===== src/rtl/jk_drv_pkg.sv =====
// Shared definitions for the JK bank driver: FSM state encoding, command codes
// and the retry counter width.
package jk_drv_pkg;

   localparam int RETRY_W = 4;

   localparam logic CMD_LOAD  = 1'b0;
   localparam logic CMD_COUNT = 1'b1;

   typedef enum logic [2:0] {
      IDLE  = 3'd0,
      DRIVE = 3'd1,
      CHECK = 3'd2,
      DONE  = 3'd3,
      FAIL  = 3'd4
   } state_t;

endpackage


===== src/rtl/jk_excite.sv =====
// Combinational J/K excitation for a WIDTH-bit JK bank (current q -> wanted n).
// Build option JK_TOGGLE_EN: every differing bit is driven J=K=1 (toggle).
module jk_excite #(
   parameter int WIDTH = 4
) (
   input  logic [WIDTH-1:0] q,
   input  logic [WIDTH-1:0] n,
   input  logic             active,
   output logic [WIDTH-1:0] j,
   output logic [WIDTH-1:0] k
);

   genvar gi;
   generate
      for (gi = 0; gi < WIDTH; gi++) begin : g_bit
`ifdef JK_TOGGLE_EN
         assign j[gi] = active & (q[gi] ^ n[gi]);
         assign k[gi] = active & (q[gi] ^ n[gi]);
`else
         // Only the input that forces the change is raised; the other stays 0.
         assign j[gi] = active & ~q[gi] &  n[gi];
         assign k[gi] = active &  q[gi] & ~n[gi];
`endif
      end
   endgenerate

endmodule


===== src/rtl/jk_bank_driver.sv =====
// Drives a JK flip-flop bank to a LOAD target or through COUNT increments,
// verifying each step from the fed-back Q and retrying bounded times (see JK_TOGGLE_EN in jk_excite).
module jk_bank_driver
   import jk_drv_pkg::*;
#(
   parameter int WIDTH     = 4,
   parameter int MAX_RETRY = 3
) (
   input  logic             clk,
   input  logic             reset,
   input  logic             start,
   input  logic             cmd,
   input  logic [WIDTH-1:0] target,
   input  logic [WIDTH-1:0] q_fb,
   output logic             en,
   output logic [WIDTH-1:0] j,
   output logic [WIDTH-1:0] k,
   output logic             busy,
   output logic             done,
   output logic             err
);

   localparam logic [RETRY_W-1:0] MAX_RETRY_C = RETRY_W'(MAX_RETRY);
   localparam logic [WIDTH-1:0]   ONE         = WIDTH'(1);

   state_t             state_reg;
   logic [WIDTH-1:0]   steps_reg;
   logic [WIDTH-1:0]   expected_reg;
   logic [RETRY_W-1:0] retry_reg;
   logic               match;

   assign match = (q_fb == expected_reg);

   always_ff @(posedge clk) begin
      if (reset) begin
         state_reg    <= IDLE;
         steps_reg    <= '0;
         expected_reg <= '0;
         retry_reg    <= '0;
      end else begin
         case (state_reg)
            IDLE: begin
               if (start) begin
                  retry_reg <= '0;
                  if (cmd == CMD_LOAD) begin
                     expected_reg <= target;
                     steps_reg    <= ONE;
                     state_reg    <= DRIVE;
                  end else begin
                     expected_reg <= q_fb + ONE;
                     steps_reg    <= target;
                     state_reg    <= (target == '0) ? DONE : DRIVE;
                  end
               end
            end
            DRIVE: state_reg <= CHECK;
            CHECK: begin
               if (match) begin
                  if (steps_reg == ONE) begin
                     state_reg <= DONE;
                  end else begin
                     // Step verified: advance to the next count value with a fresh retry budget.
                     steps_reg    <= steps_reg - ONE;
                     expected_reg <= expected_reg + ONE;
                     retry_reg    <= '0;
                     state_reg    <= DRIVE;
                  end
               end else if (retry_reg < MAX_RETRY_C) begin
                  retry_reg <= retry_reg + 1'b1;
                  state_reg <= DRIVE;
               end else begin
                  state_reg <= FAIL;
               end
            end
            DONE:    state_reg <= IDLE;
            FAIL:    state_reg <= IDLE;
            default: state_reg <= IDLE;
         endcase
      end
   end

   assign en   = (state_reg == DRIVE);
   assign busy = (state_reg != IDLE);
   assign done = (state_reg == DONE);
   assign err  = (state_reg == FAIL);

   jk_excite #(
      .WIDTH (WIDTH)
   ) u_excite (
      .q      (q_fb),
      .n      (expected_reg),
      .active (en),
      .j      (j),
      .k      (k)
   );

endmodule


===== config.mk =====
export PLATFORM = sky130hd
export DESIGN_NAME = jk_bank_driver
export DESIGN_NICKNAME = d
export VERILOG_FILES = /design/src/rtl/jk_drv_pkg.sv /design/src/rtl/jk_excite.sv /design/src/rtl/jk_bank_driver.sv
export SDC_FILE = /design/constraint.sdc
export NUM_CORES = 1
export LEC_CHECK = 0
export ABC_AREA = 0
export ABC_CLOCK_PERIOD_IN_PS = 2100
export CORE_UTILIZATION = 50
export DETAILED_ROUTE_END_ITERATION = 6
export GPL_TIMING_DRIVEN = 0
export PLACE_DENSITY = 0.78
export SYNTH_ARGS = -nofsm -noshare
export SYNTH_HDL_FRONTEND = slang
export SYNTH_SLANG_ARGS = --single-unit
export TNS_END_PERCENT = 5

===== constraint.sdc =====
create_clock -name clk -period 2.1 [get_ports clk]
set_input_delay 0.315 -clock clk [delete_from_list [all_inputs] [get_ports clk]]
set_output_delay 0.315 -clock clk [all_outputs]
set_load 0.02 [all_outputs]

== Word level (Yosys, flattened, before mapping) ==
Cells that the tools add are included.
Storage, ports and cells
  memories: 0
  input bits: 12
  latch bits: 0
  memory bits (writable): 0
  logic and storage cells: 72
  ROM bits: 0
  bits in registers: 15
Cells by class
  eq/ne operators: 11
  $mul: 0
  $add $sub $neg: 4
  shift-type cells: 0
  divide/modulo/power cells: 0
  $lt $le $gt $ge: 1
  bitwise logic cells: 24
  mux-type cells: 22
  reduce and logical (&&, ||, !) cells: 6
Operator list (count)
  $mux 4: 12
  $pmux 4 s2: 3
  $and 1x1->1: 16
  $add 4x1->4 const B: 3
  $mux 3: 3
  $pmux 3 s3: 1
  $not 1->1: 8
  $reduce_and 4->1: 2
  $eq 3x2->1 const B: 2
  $mux 2: 3
  $ne 2x2->1 const B: 3
  $ne 3x3->1 const B: 2
  $eq 4x1->1 const B: 1
  $eq 4x4->1: 1
  $logic_not 4->1: 1
  $lt 4x2->1 const B: 1
  $sub 4x1->4 const B: 1
  $eq 3x1->1 const B: 1
  $eq 3x3->1 const B: 1
  $logic_not 3->1: 1
  $reduce_bool 3->1: 1
  $reduce_bool 2->1: 1

== Longest topological paths before layout ==
Gate-level depths: netlist of the first run.
  depth after elaboration: 5
  depth in mapped cells: 7
  gate-level depth less buffers: 6

== Cells and area by module ==
From an unflattened synthesis of the first run, not the netlist that was laid out.
Unflattened totals
  cell total of the unflattened synthesis: 127
  area total of the unflattened synthesis: 1062.3 um^2
By module, submodules not included
  jk_bank_driver: sequential area each 300.3 um^2, cells each 119, area each 992.2 um^2, times used 1
  jk_excite: sequential area each 0.0 um^2, cells each 8, area each 70.1 um^2, times used 1

== Worst setup path after synthesis of the first run ==
No wires, ideal clock.
  kind: reg2out
  start: register state_reg[2]
  end: output k[0]
  data required time: 1.785 ns
  stages on the path, launching flop included: 4
  slack: 0.486 ns
  arrival time: 1.299 ns
  path through: dfxtp_1 > buf_2 > nand3b_1 > nor3b_1
Between the ends
  word-level cells in the longest chain between the ends: 3
RTL lines
  start: declaration: RTL line jk_bank_driver.sv:26  | state_t state_reg;
  start signal: assignment: RTL line jk_bank_driver.sv:52  | state_reg <= (target == '0) ? DONE : DRIVE;
  $eq 3x1->1: RTL line jk_bank_driver.sv:82  | assign en = (state_reg == DRIVE);
  $and 1x1->1 (2 in series): RTL line jk_excite.sv:22  | assign k[gi] = active & q[gi] & ~n[gi];
  end: declaration: RTL line jk_bank_driver.sv:17  | output logic [WIDTH-1:0] k,
Every way passes these cells.

== Worst setup path in the final report of the first run ==
  start: register state_reg[1]
  end: output k[3]
The elaborated chain is that of the path after synthesis.

==> results of run 1 <==
==> cells by family (layout without fill, tap and decap cells) <==
logic type | count (synthesis) | after routing | synth area share
and+or+nand+nor | 56 | 56 | 0.293
AOI/OAI and AO/OA | 35 | 35 | 0.227
buffers and inverters | 19 | 48 | 0.0809
DFF | 15 | 15 | 0.262
xor gates and xnor gates | 6 | 6 | 0.0459
adders and majority gates | 5 | 5 | 0.0546
muxes | 4 | 4 | 0.0361
==> critical path, cell delays in order (launching register included) <==
cell and delay (ns):
dfxtp_2 0.37, inv_1 0.17, nand3b_1 0.13, buf_4 0.18
inv_1 0.06, and3_1 0.14, dlygate4sd2_1 0.32
==> layout by cell type (no fill, tap or decap), types with 4 or more instances in the layout <==
| cell | count |
|---|---|
| a21oi_1 | 7 |
| buf_2 | 4 |
| clkdlybuf4s50_1 | 13 |
| dfxtp_1 | 14 |
| dlygate4sd2_1 | 7 |
| ha_1 | 5 |
| inv_1 | 9 |
| nand2_1 | 4 |
| nand2b_1 | 5 |
| nand3_1 | 6 |
| nor2_1 | 8 |
| nor3_1 | 6 |
| nor3b_1 | 11 |
| xnor2_1 | 6 |
==> metrics by stage <==
stage | hold WS [ns] | setup WS, ns | cells | util | TNS [ns]
detailed placement | 0.484 | -0.157 | 190 | 0.683 | -0.797
floorplan | 0.453 | 0.486 | 140 | - | 0
global route | 0.516 | -0.00733 | 196 | 0.701 | -0.0154
finish | 0.496 | 0.0951 | 196 | 0.701 | 0
CTS | 0.498 | -0.00494 | 196 | 0.698 | -0.00494
global placement | 0.469 | -0.0954 | 190 | 0.683 | -0.339
==> power breakdown <==
part / total [mW] / switching [mW] / internal, mW / leakage, nW
registers: 0.326 / 0.0221 / 0.304 / 0.123
logic: 0.279 / 0.152 / 0.127 / 0.448
clock network: 0.186 / 0.115 / 0.0711 / 0.0177
==> area by class of cell <==
cell class / count / area, um^2 / area share
well taps: 27 / 33.8 / 0.0234
plain buffers: 10 / 58.8 / 0.0407
multi-input cells: 106 / 761 / 0.526
clock buffers: 3 / 22.5 / 0.0156
flip-flops and latches: 15 / 302 / 0.209
clock inverters: 1 / 5.00 / 0.00346
inverters: 9 / 33.8 / 0.0234
repair buffers: 25 / 229 / 0.158
==> worst max-delay path by stage <==
| stage | startpoint | slack, ns | cells after the start | end |
|---|---|---|---|---|
| detailed placement | q_fb[2] | -0.16 | 6 | retry_reg[1]$_SDFFE_PP0P_ |
| finish | state_reg[1]$_SDFFE_PP0N_ | 0.1 | 6 | k[3] |
| global placement | q_fb[0] | -0.1 | 6 | retry_reg[1]$_SDFFE_PP0P_ |
| floorplan | state_reg[2]$_SDFFE_PP0N_ | 0.49 | 3 | k[0] |
| CTS | state_reg[0]$_SDFFE_PP0N_ | -0.005 | 4 | busy |
| global route | state_reg[1]$_SDFFE_PP0N_ | -0.007 | 5 | j[1] |
==> timing repair <==
action / CTS / global route
gates resized for setup: 9 / 10
setup buffers: 2 / 0
endpoints found under the setup margin: 10 / 11
pin swaps: 1 / 0
hold endpoints to repair: 0 / 0
==> layer usage <==
| metal | GRT usage | wire length (um) | up-vias |
|---|---|---|---|
| li1 | - | - | 583 |
| met1 | 0.358 | 1390 | 566 |
| met2 | 0.423 | 1430 | 52 |
| met3 | 0.0278 | 208 | 4 |
| met4 | 0.110 | 30 | 0 |
| met5 | 0 | 0 | - |
==> impl_metrics.py, run 1 <==
metrics = {
    "routing": {
        "vias_per_cell": 6.15,
        "dr.pass1.iters": 4,
        "wirelength_um": 3060,
        "wire_per_inst_um": 15.6,
        "vias": 1205,
        "drc": 0,
        "antenna_left": 0,
        "drt-initial-drc-count": 70,
    },
    "place": {
        "routabilityCongestion": 0.810,
        "hpwlAfterDp_um": 2240,
        "port_buffers": 23,
        "place_area_um2": 1410,
    },
    "clocking": {
        "cts_sinks": 15,
        "htree_levels": 1,
        "clkLatencyLatePin_ns": 0.31,
        "clockBufferDepth": 2,
        "cts_inserted_buffers": 3,
        "path_clk_slew_ns": 0.11,
        "postCtsHoldBufs": 0,
        "root_buffer": "clkbuf_4",
        "tritoncts": "done",
    },
    "logic_synthesis": {
        "ys_ff_latch": 15,
        "netlist_top_cells_count": "dfxtp_1, nor3b_1, inv_1",
        "synth_top_cell_by_area": "dfxtp_1",
        "synth.distinct_cells": 44,
        "synth_area_um2": 1140,
        "synth_area_leaders": "dfxtp_1, nor3b_1, ha_1, xnor2_1, a21oi_1",
        "yosysMostFrequentCell": "dfxtp_1",
        "syn_inst": 140,
        "async_reset_ff_frac": 0,
        "yosys_warnings": 0,
        "syn_avg_cell_area_um2": 8.18,
        "synthDominantCellAreaShare": 0.262,
        "synth-edff-count": 0,
        "synth-seq-area-share": 0.262,
        "synth_fp_nets": 157,
        "synth_ff_type": "dfxtp_1",
    },
    "job": {
        "maxCapViolCount": 0,
    },
    "sta": {
        "min_period_ns": 2.00,
        "fin_crit_sh": 0.955,
        "slew_violations": 0,
        "slew_headroom": 0.679,
        "setup_viol": 0,
        "hold_violations": 0,
        "skew_ns": 0.0117,
        "max_freq_mhz": 499,
        "worstMarginPinSlew_ns": 0.482,
    },
    "cells_and_area": {
        "drive_gt1_frac": 0.136,
        "diodes": 0,
        "final_net_count": 187,
        "design_area_um2": 1450,
        "filler_cell_count": 176,
        "syn2layout_area_growth_pct": 26.2,
    },
    "setup_path": {
        "reg2reg_depth": 6,
        "rr_startpoint": "expected_reg[2]$_SDFFE_PP0P_",
        "start_kind": "flop",
        "critPathCaptureType": "output pin",
        "r2r_slack_ns": 0.29,
        "path_class": "reg -> out",
        "arrival_ns": 1.69,
        "r2r_end": "retry_reg[1]$_SDFFE_PP0P_",
        "critPathRequiredTime_ns": 1.78,
        "cp_max_fo": 8,
    },
    "hold_path": {
        "hold_depth": 2,
        "worstHoldEndpoint": "retry_reg[1]$_SDFFE_PP0P_",
        "min-delay-path-class": "reg -> reg",
        "hold_start": "retry_reg[1]$_SDFFE_PP0P_",
    },
    "floorplanning": {
        "die_y_um": 49.9,
        "pin_count": 24,
        "initial_core_util": 0.555,
        "core_um2": 2060,
        "fp-row-count": 16,
        "die_x_um": 49.9,
        "die-area_um2": 2490,
    },
    "pwr": {
        "power.total_mw": 0.791,
        "power_density_nw_per_um2": 547,
        "p_leak_nw": 0.589,
        "ir_drop_mv": 0.388,
    },
    "global_route": {
        "grt_pass1_vias": 1101,
        "grt_max_degree": 11,
        "grt.overflow.total": 0,
        "grt_pass1_wl_um": 4950,
        "grtUsageTotal": 0.265,
        "antenna_found_initial": 0,
    },
    "run_status": {
        "status": "finished clean",
    },
}
No activity file was read; power rests on OpenSTA's default activity.
==> run 2: changes to the inputs <==
- REMOVE_ABC_BUFFERS: unset -> 1
==> run 2 against run 1 <==
Sequential share of layout area rose by 0.51 points. Worst hold slack better by 0.0031 ns. Die area is the same. Register-to-register slack worse by 0.07 ns. Global-route usage shrank 0.56 points. Total power fell by 3.2%. Non-clock buffer count fell by 8. Utilization down 1.4 points. Largest cell class unchanged.
==> impl_metrics.py, run 2 (synthesis results as in run 1) <==
metrics = {
    "run_status": {
        "status": "finished clean",
    },
    "cells_and_area": {
        "post_layout_nonfiller_instances": 188,
        "syn2layout_area_growth_pct": 23.7,
        "drive_gt1_frac": 0.0994,
        "diodes": 0,
        "layout_commonest_cell": "clkdlybuf4s50_1",
        "filler_cell_count": 175,
        "register_area_um2": 303,
        "most-common-layout-cells": "clkdlybuf4s50_1, dfxtp_1, nor3b_1",
        "multi_input_area_um2": 767,
        "design_area_um2": 1420,
        "final_net_count": 179,
    },
    "hold_path": {
        "hold_depth": 1,
        "min-delay-path-class": "reg -> reg",
        "worstHoldEndpoint": "retry_reg[2]$_SDFFE_PP0P_",
        "hold_start": "retry_reg[2]$_SDFFE_PP0P_",
    },
    "sta": {
        "fin_crit_sh": 0.965,
        "min_period_ns": 2.03,
        "skew_ns": 0.00210,
        "max_freq_mhz": 493,
        "setup_viol": 0,
        "finalWorstSetupSlack_ns": 0.0733,
        "grt_setup_unrepaired": "yes",
        "worstMarginPinSlew_ns": 0.935,
        "slew_violations": 0,
        "hold_violations": 0,
        "finalSetupTns_ns": 0,
        "slew_headroom": 0.374,
    },
    "clocking": {
        "cts_sinks": 15,
        "postCtsHoldBufs": 0,
        "tritoncts": "done",
        "clockBufferDepth": 2,
        "clkLatencyLatePin_ns": 0.29,
        "htree_levels": 1,
        "cts_inserted_buffers": 3,
        "root_buffer": "clkbuf_4",
        "path_clk_slew_ns": 0.09,
    },
    "routing": {
        "wire_per_inst_um": 15.4,
        "vias": 1157,
        "wirelength_um": 2900,
        "drt-initial-drc-count": 21,
        "antenna_left": 0,
        "dr.pass1.iters": 4,
        "drc": 0,
        "vias_per_cell": 6.15,
    },
    "global_route": {
        "grt_pass1_wl_um": 4910,
        "antenna_found_initial": 0,
        "grt.overflow.total": 0,
        "grt_pass1_vias": 1105,
        "grt_max_degree": 22,
        "grtUsageTotal": 0.259,
    },
    "place": {
        "routabilityCongestion": 0.832,
        "place_ws_ns": -0.396,
        "hpwlAfterDp_um": 2060,
        "place_area_um2": 1350,
        "port_buffers": 23,
        "numPlacedInstances": 180,
    },
    "floorplanning": {
        "initial_core_util": 0.555,
        "die_y_um": 49.9,
        "fp-row-count": 16,
        "die-area_um2": 2490,
        "die_x_um": 49.9,
        "core_um2": 2060,
        "pin_count": 24,
    },
    "job": {
        "maxCapViolCount": 0,
    },
    "pwr": {
        "power_density_nw_per_um2": 541,
        "power.total_mw": 0.766,
        "p_leak_nw": 0.564,
        "ir_drop_mv": 0.493,
    },
    "setup_path": {
        "reg2reg_depth": 3,
        "arrival_ns": 1.71,
        "critPathRequiredTime_ns": 1.78,
        "cp_max_fo": 9,
        "r2r_end": "steps_reg[0]$_SDFFE_PP0P_",
        "path_class": "reg -> out",
        "critPathCaptureType": "output pin",
        "rr_startpoint": "state_reg[2]$_SDFFE_PP0N_",
        "start_kind": "flop",
        "r2r_slack_ns": 0.22,
    },
}
==> run 2: cell count changes in the layout (fill, tap and decap cells not counted), sizes merged <==
cell	delta
clkbuf	-5
buf	-4
clkinv	-1
clkdlybuf4s50	+1
dlygate4sd2	+1
==> run 2: area by class of cell <==
type,instances,share of cell area
flip-flops and latches,15,0.214
well taps,27,0.0239
multi-input cells,106,0.542
repair buffers,27,0.178
inverters,9,0.0239
clock buffers,4,0.0186
==> run 2: worst max-delay path by stage <==
stage                                 start                        end  slack [ns]  depth (start not counted)
2_1_floorplan  expected_reg[1]$_SDFFE_PP0P_  steps_reg[0]$_SDFFE_PP0P_        0.37                          4
3_3_place_gp                        q_fb[0]  steps_reg[0]$_SDFFE_PP0P_       -0.39                          5
3_5_place_dp                        q_fb[2]  steps_reg[0]$_SDFFE_PP0P_       -0.40                          5
4_1_cts                             q_fb[2]  steps_reg[0]$_SDFFE_PP0P_       -0.10                          5
5_1_grt           state_reg[2]$_SDFFE_PP0N_                        err       -0.01                          2
6_report          state_reg[2]$_SDFFE_PP0N_                        err        0.07                          2
==> run 2: power by group <==
group	total, mW	switching (mW)	internal, mW
combinational	0.258	0.137	0.121
clock	0.172	0.0975	0.0740
sequential	0.336	0.0315	0.305
==> run 2: routing by layer <==
metal,share of wire,track usage
met1,0.47,0.333
met2,0.49,0.439
met3,0.037,0.0586
met4,0.0038,0.0524
met5,0,0
==> run 2: timing repair <==
action                                  CTS  global route
hold endpoints to repair                  0             0
gates resized for setup                  12             2
pin swaps                                 1             0
endpoints found under the setup margin   16            14
buffers inserted                          2             2
==> run 2: through the flow <==
| stage | hold WS (ns) | utilization |
|---|---|---|
| 4_1_cts | 0.500 | 0.676 |
| 5_1_grt | 0.517 | 0.687 |
| 6_report | 0.500 | 0.687 |
| 2_1_floorplan | 0.384 | - |
| 3_5_place_dp | 0.486 | 0.655 |
| 3_3_place_gp | 0.465 | 0.655 |
==> run 2: critical path: stages (launching register included) <==
cell             delay, ns
dfxtp_1               0.52
nor3b_1               0.26
clkdlybuf4s50_1       0.64
==> run 3: changes to the inputs <==
- SKIP_LAST_GASP: unset -> 1
==> run 3 against run 2 <==
The run now ends with setup timing left. Utilization fell by 1.2 points. Clock skew is essentially flat. Sequential power barely moved. Sequential share of layout area is 0.19 points higher. Total power fell by 0.97%. Highest routed layer unchanged.
==> impl_metrics.py, run 3 (synthesis results as in run 1) <==
metrics = {
    "sta": {
        "setup_viol": 15,
        "slew_headroom": 0.360,
        "worstMarginPinSlew_ns": 0.958,
        "finalSetupTns_ns": -1.46,
        "hold_violations": 0,
        "skew_ns": 0.00179,
        "finalWorstSetupSlack_ns": -0.203,
        "fin_crit_sh": 1.10,
        "slew_violations": 0,
        "max_freq_mhz": 434,
        "min_period_ns": 2.30,
        "grt_setup_unrepaired": "yes",
    },
    "routing": {
        "wirelength_um": 2840,
        "drc": 0,
        "vias_per_cell": 6.06,
        "antenna_left": 0,
        "wire_per_inst_um": 15.3,
        "drt-initial-drc-count": 28,
        "vias": 1128,
        "dr.pass1.iters": 4,
    },
    "hold_path": {
        "min-delay-path-class": "reg -> reg",
    },
    "global_route": {
        "antenna_found_initial": 0,
        "grt.overflow.total": 0,
        "grt_max_degree": 22,
        "grtUsageTotal": 0.256,
        "grt_pass1_wl_um": 4860,
        "grt_pass1_vias": 1104,
    },
    "floorplanning": {
        "pin_count": 24,
        "fp-row-count": 16,
        "initial_core_util": 0.555,
        "core_um2": 2060,
        "die_y_um": 49.9,
        "die_x_um": 49.9,
        "die-area_um2": 2490,
    },
    "pwr": {
        "power_density_nw_per_um2": 544,
        "switchingPower_mw": 0.261,
        "ir_drop_mv": 0.489,
        "clkPwrFrac": 0.226,
        "p_leak_nw": 0.523,
        "seq_power_share": 0.441,
        "power.total_mw": 0.758,
        "p_comb_frac": 0.333,
        "swShare": 0.344,
        "intPower_mw": 0.498,
    },
    "clocking": {
        "cts_inserted_buffers": 3,
        "cts_sinks": 15,
        "clkLatencyLatePin_ns": 0.29,
        "root_buffer": "clkbuf_4",
        "path_clk_slew_ns": 0.09,
        "clockBufferDepth": 2,
        "tritoncts": "done",
        "postCtsHoldBufs": 0,
        "htree_levels": 1,
    },
    "place": {
        "port_buffers": 23,
        "hpwlAfterDp_um": 2060,
        "place_area_um2": 1350,
        "routabilityCongestion": 0.832,
        "numPlacedInstances": 180,
    },
    "setup_path": {
        "start_kind": "flop",
        "critPathRequiredTime_ns": 1.78,
        "critPathCaptureType": "output pin",
        "cp_max_fo": 9,
        "arrival_ns": 1.99,
        "path_class": "reg -> out",
    },
    "cells_and_area": {
        "syn2layout_area_growth_pct": 21.6,
        "diodes": 0,
        "most-common-layout-cells": "clkdlybuf4s50_1, dfxtp_1, nor3b_1",
        "post_layout_nonfiller_instances": 186,
        "design_area_um2": 1390,
        "drive_gt1_frac": 0.0629,
        "final_net_count": 177,
        "layout_commonest_cell": "clkdlybuf4s50_1",
    },
    "run_status": {
        "violations": "setup timing",
        "status": "complete, but fails checks",
    },
    "job": {
        "maxCapViolCount": 0,
    },
}
## run 3: cell count changes in the layout (fill, tap and decap cells not counted), sizes merged
cell | previous run | this run
dlygate4sd2 | 8 | 1
clkdlybuf4s50 | 14 | 21
buf | 4 | 2
## run 3: power by group through the flow
| stage | sequential [mW] | clock (mW) | combinational (mW) |
|---|---|---|---|
| detailed placement | 0.340 | 0 | 0.244 |
| CTS | 0.333 | 0.173 | 0.252 |
| global route | 0.338 | 0.186 | 0.278 |
| finish | 0.335 | 0.171 | 0.253 |
| floorplan | 0.332 | 0 | 0.156 |
| global placement | 0.338 | 0 | 0.237 |
## run 3: layout make-up
type	instances	area (um^2)
inverters	9	33.8
flip-flops and latches	15	300
well taps	27	33.8
clock buffers	4	26.3
multi-input cells	106	752
fillers	176	669
repair buffers	25	246
## run 3: path summary, 6_finish.rpt
kind | to | startpoint | slack, ns | depth (start not counted)
setup / recovery | k[0] | state_reg[1]$_SDFFE_PP0N_ | -0.20 | 5
hold / removal | retry_reg[2]$_SDFFE_PP0P_ | retry_reg[2]$_SDFFE_PP0P_ | 0.50 | 1
setup reg to reg | retry_reg[0]$_SDFFE_PP0P_ | state_reg[1]$_SDFFE_PP0N_ | -0.07 | 4
hold reg to reg | retry_reg[2]$_SDFFE_PP0P_ | retry_reg[2]$_SDFFE_PP0P_ | 0.50 | 1
## run 3: routing by layer
layer  track usage  routed length [um]  up-vias
met3        0.0586                 117        2
li1              -                   -      562
met2         0.432                1400       29
met5             0                   0        -
met1         0.331                1320      535
met4        0.0524                   8        0
## run 3: timing repair
action | CTS | global route
gates resized for setup | 1 | 1
endpoints found under the setup margin | 16 | 23
setup buffers | 2 | 0
pin swaps | 0 | 0
## run 3: worst max-delay path, stage by stage (launching register included)
cell and delay [ns]:
dfxtp_1 0.38, inv_1 0.20, nand3b_1 0.11, buf_4 0.19, nor3b_1 0.19, clkdlybuf4s50_1 0.64
## run 3: metrics by stage
| step | utilization | hold slack, ns | setup slack (ns) |
|---|---|---|---|
| 3_3_place_gp | 0.655 | 0.465 | -0.388 |
| 4_1_cts | 0.674 | 0.500 | -0.172 |
| 2_1_floorplan | - | 0.384 | 0.371 |
| 5_1_grt | 0.675 | 0.517 | -0.290 |
| 6_report | 0.675 | 0.496 | -0.203 |
| 3_5_place_dp | 0.655 | 0.486 | -0.396 |
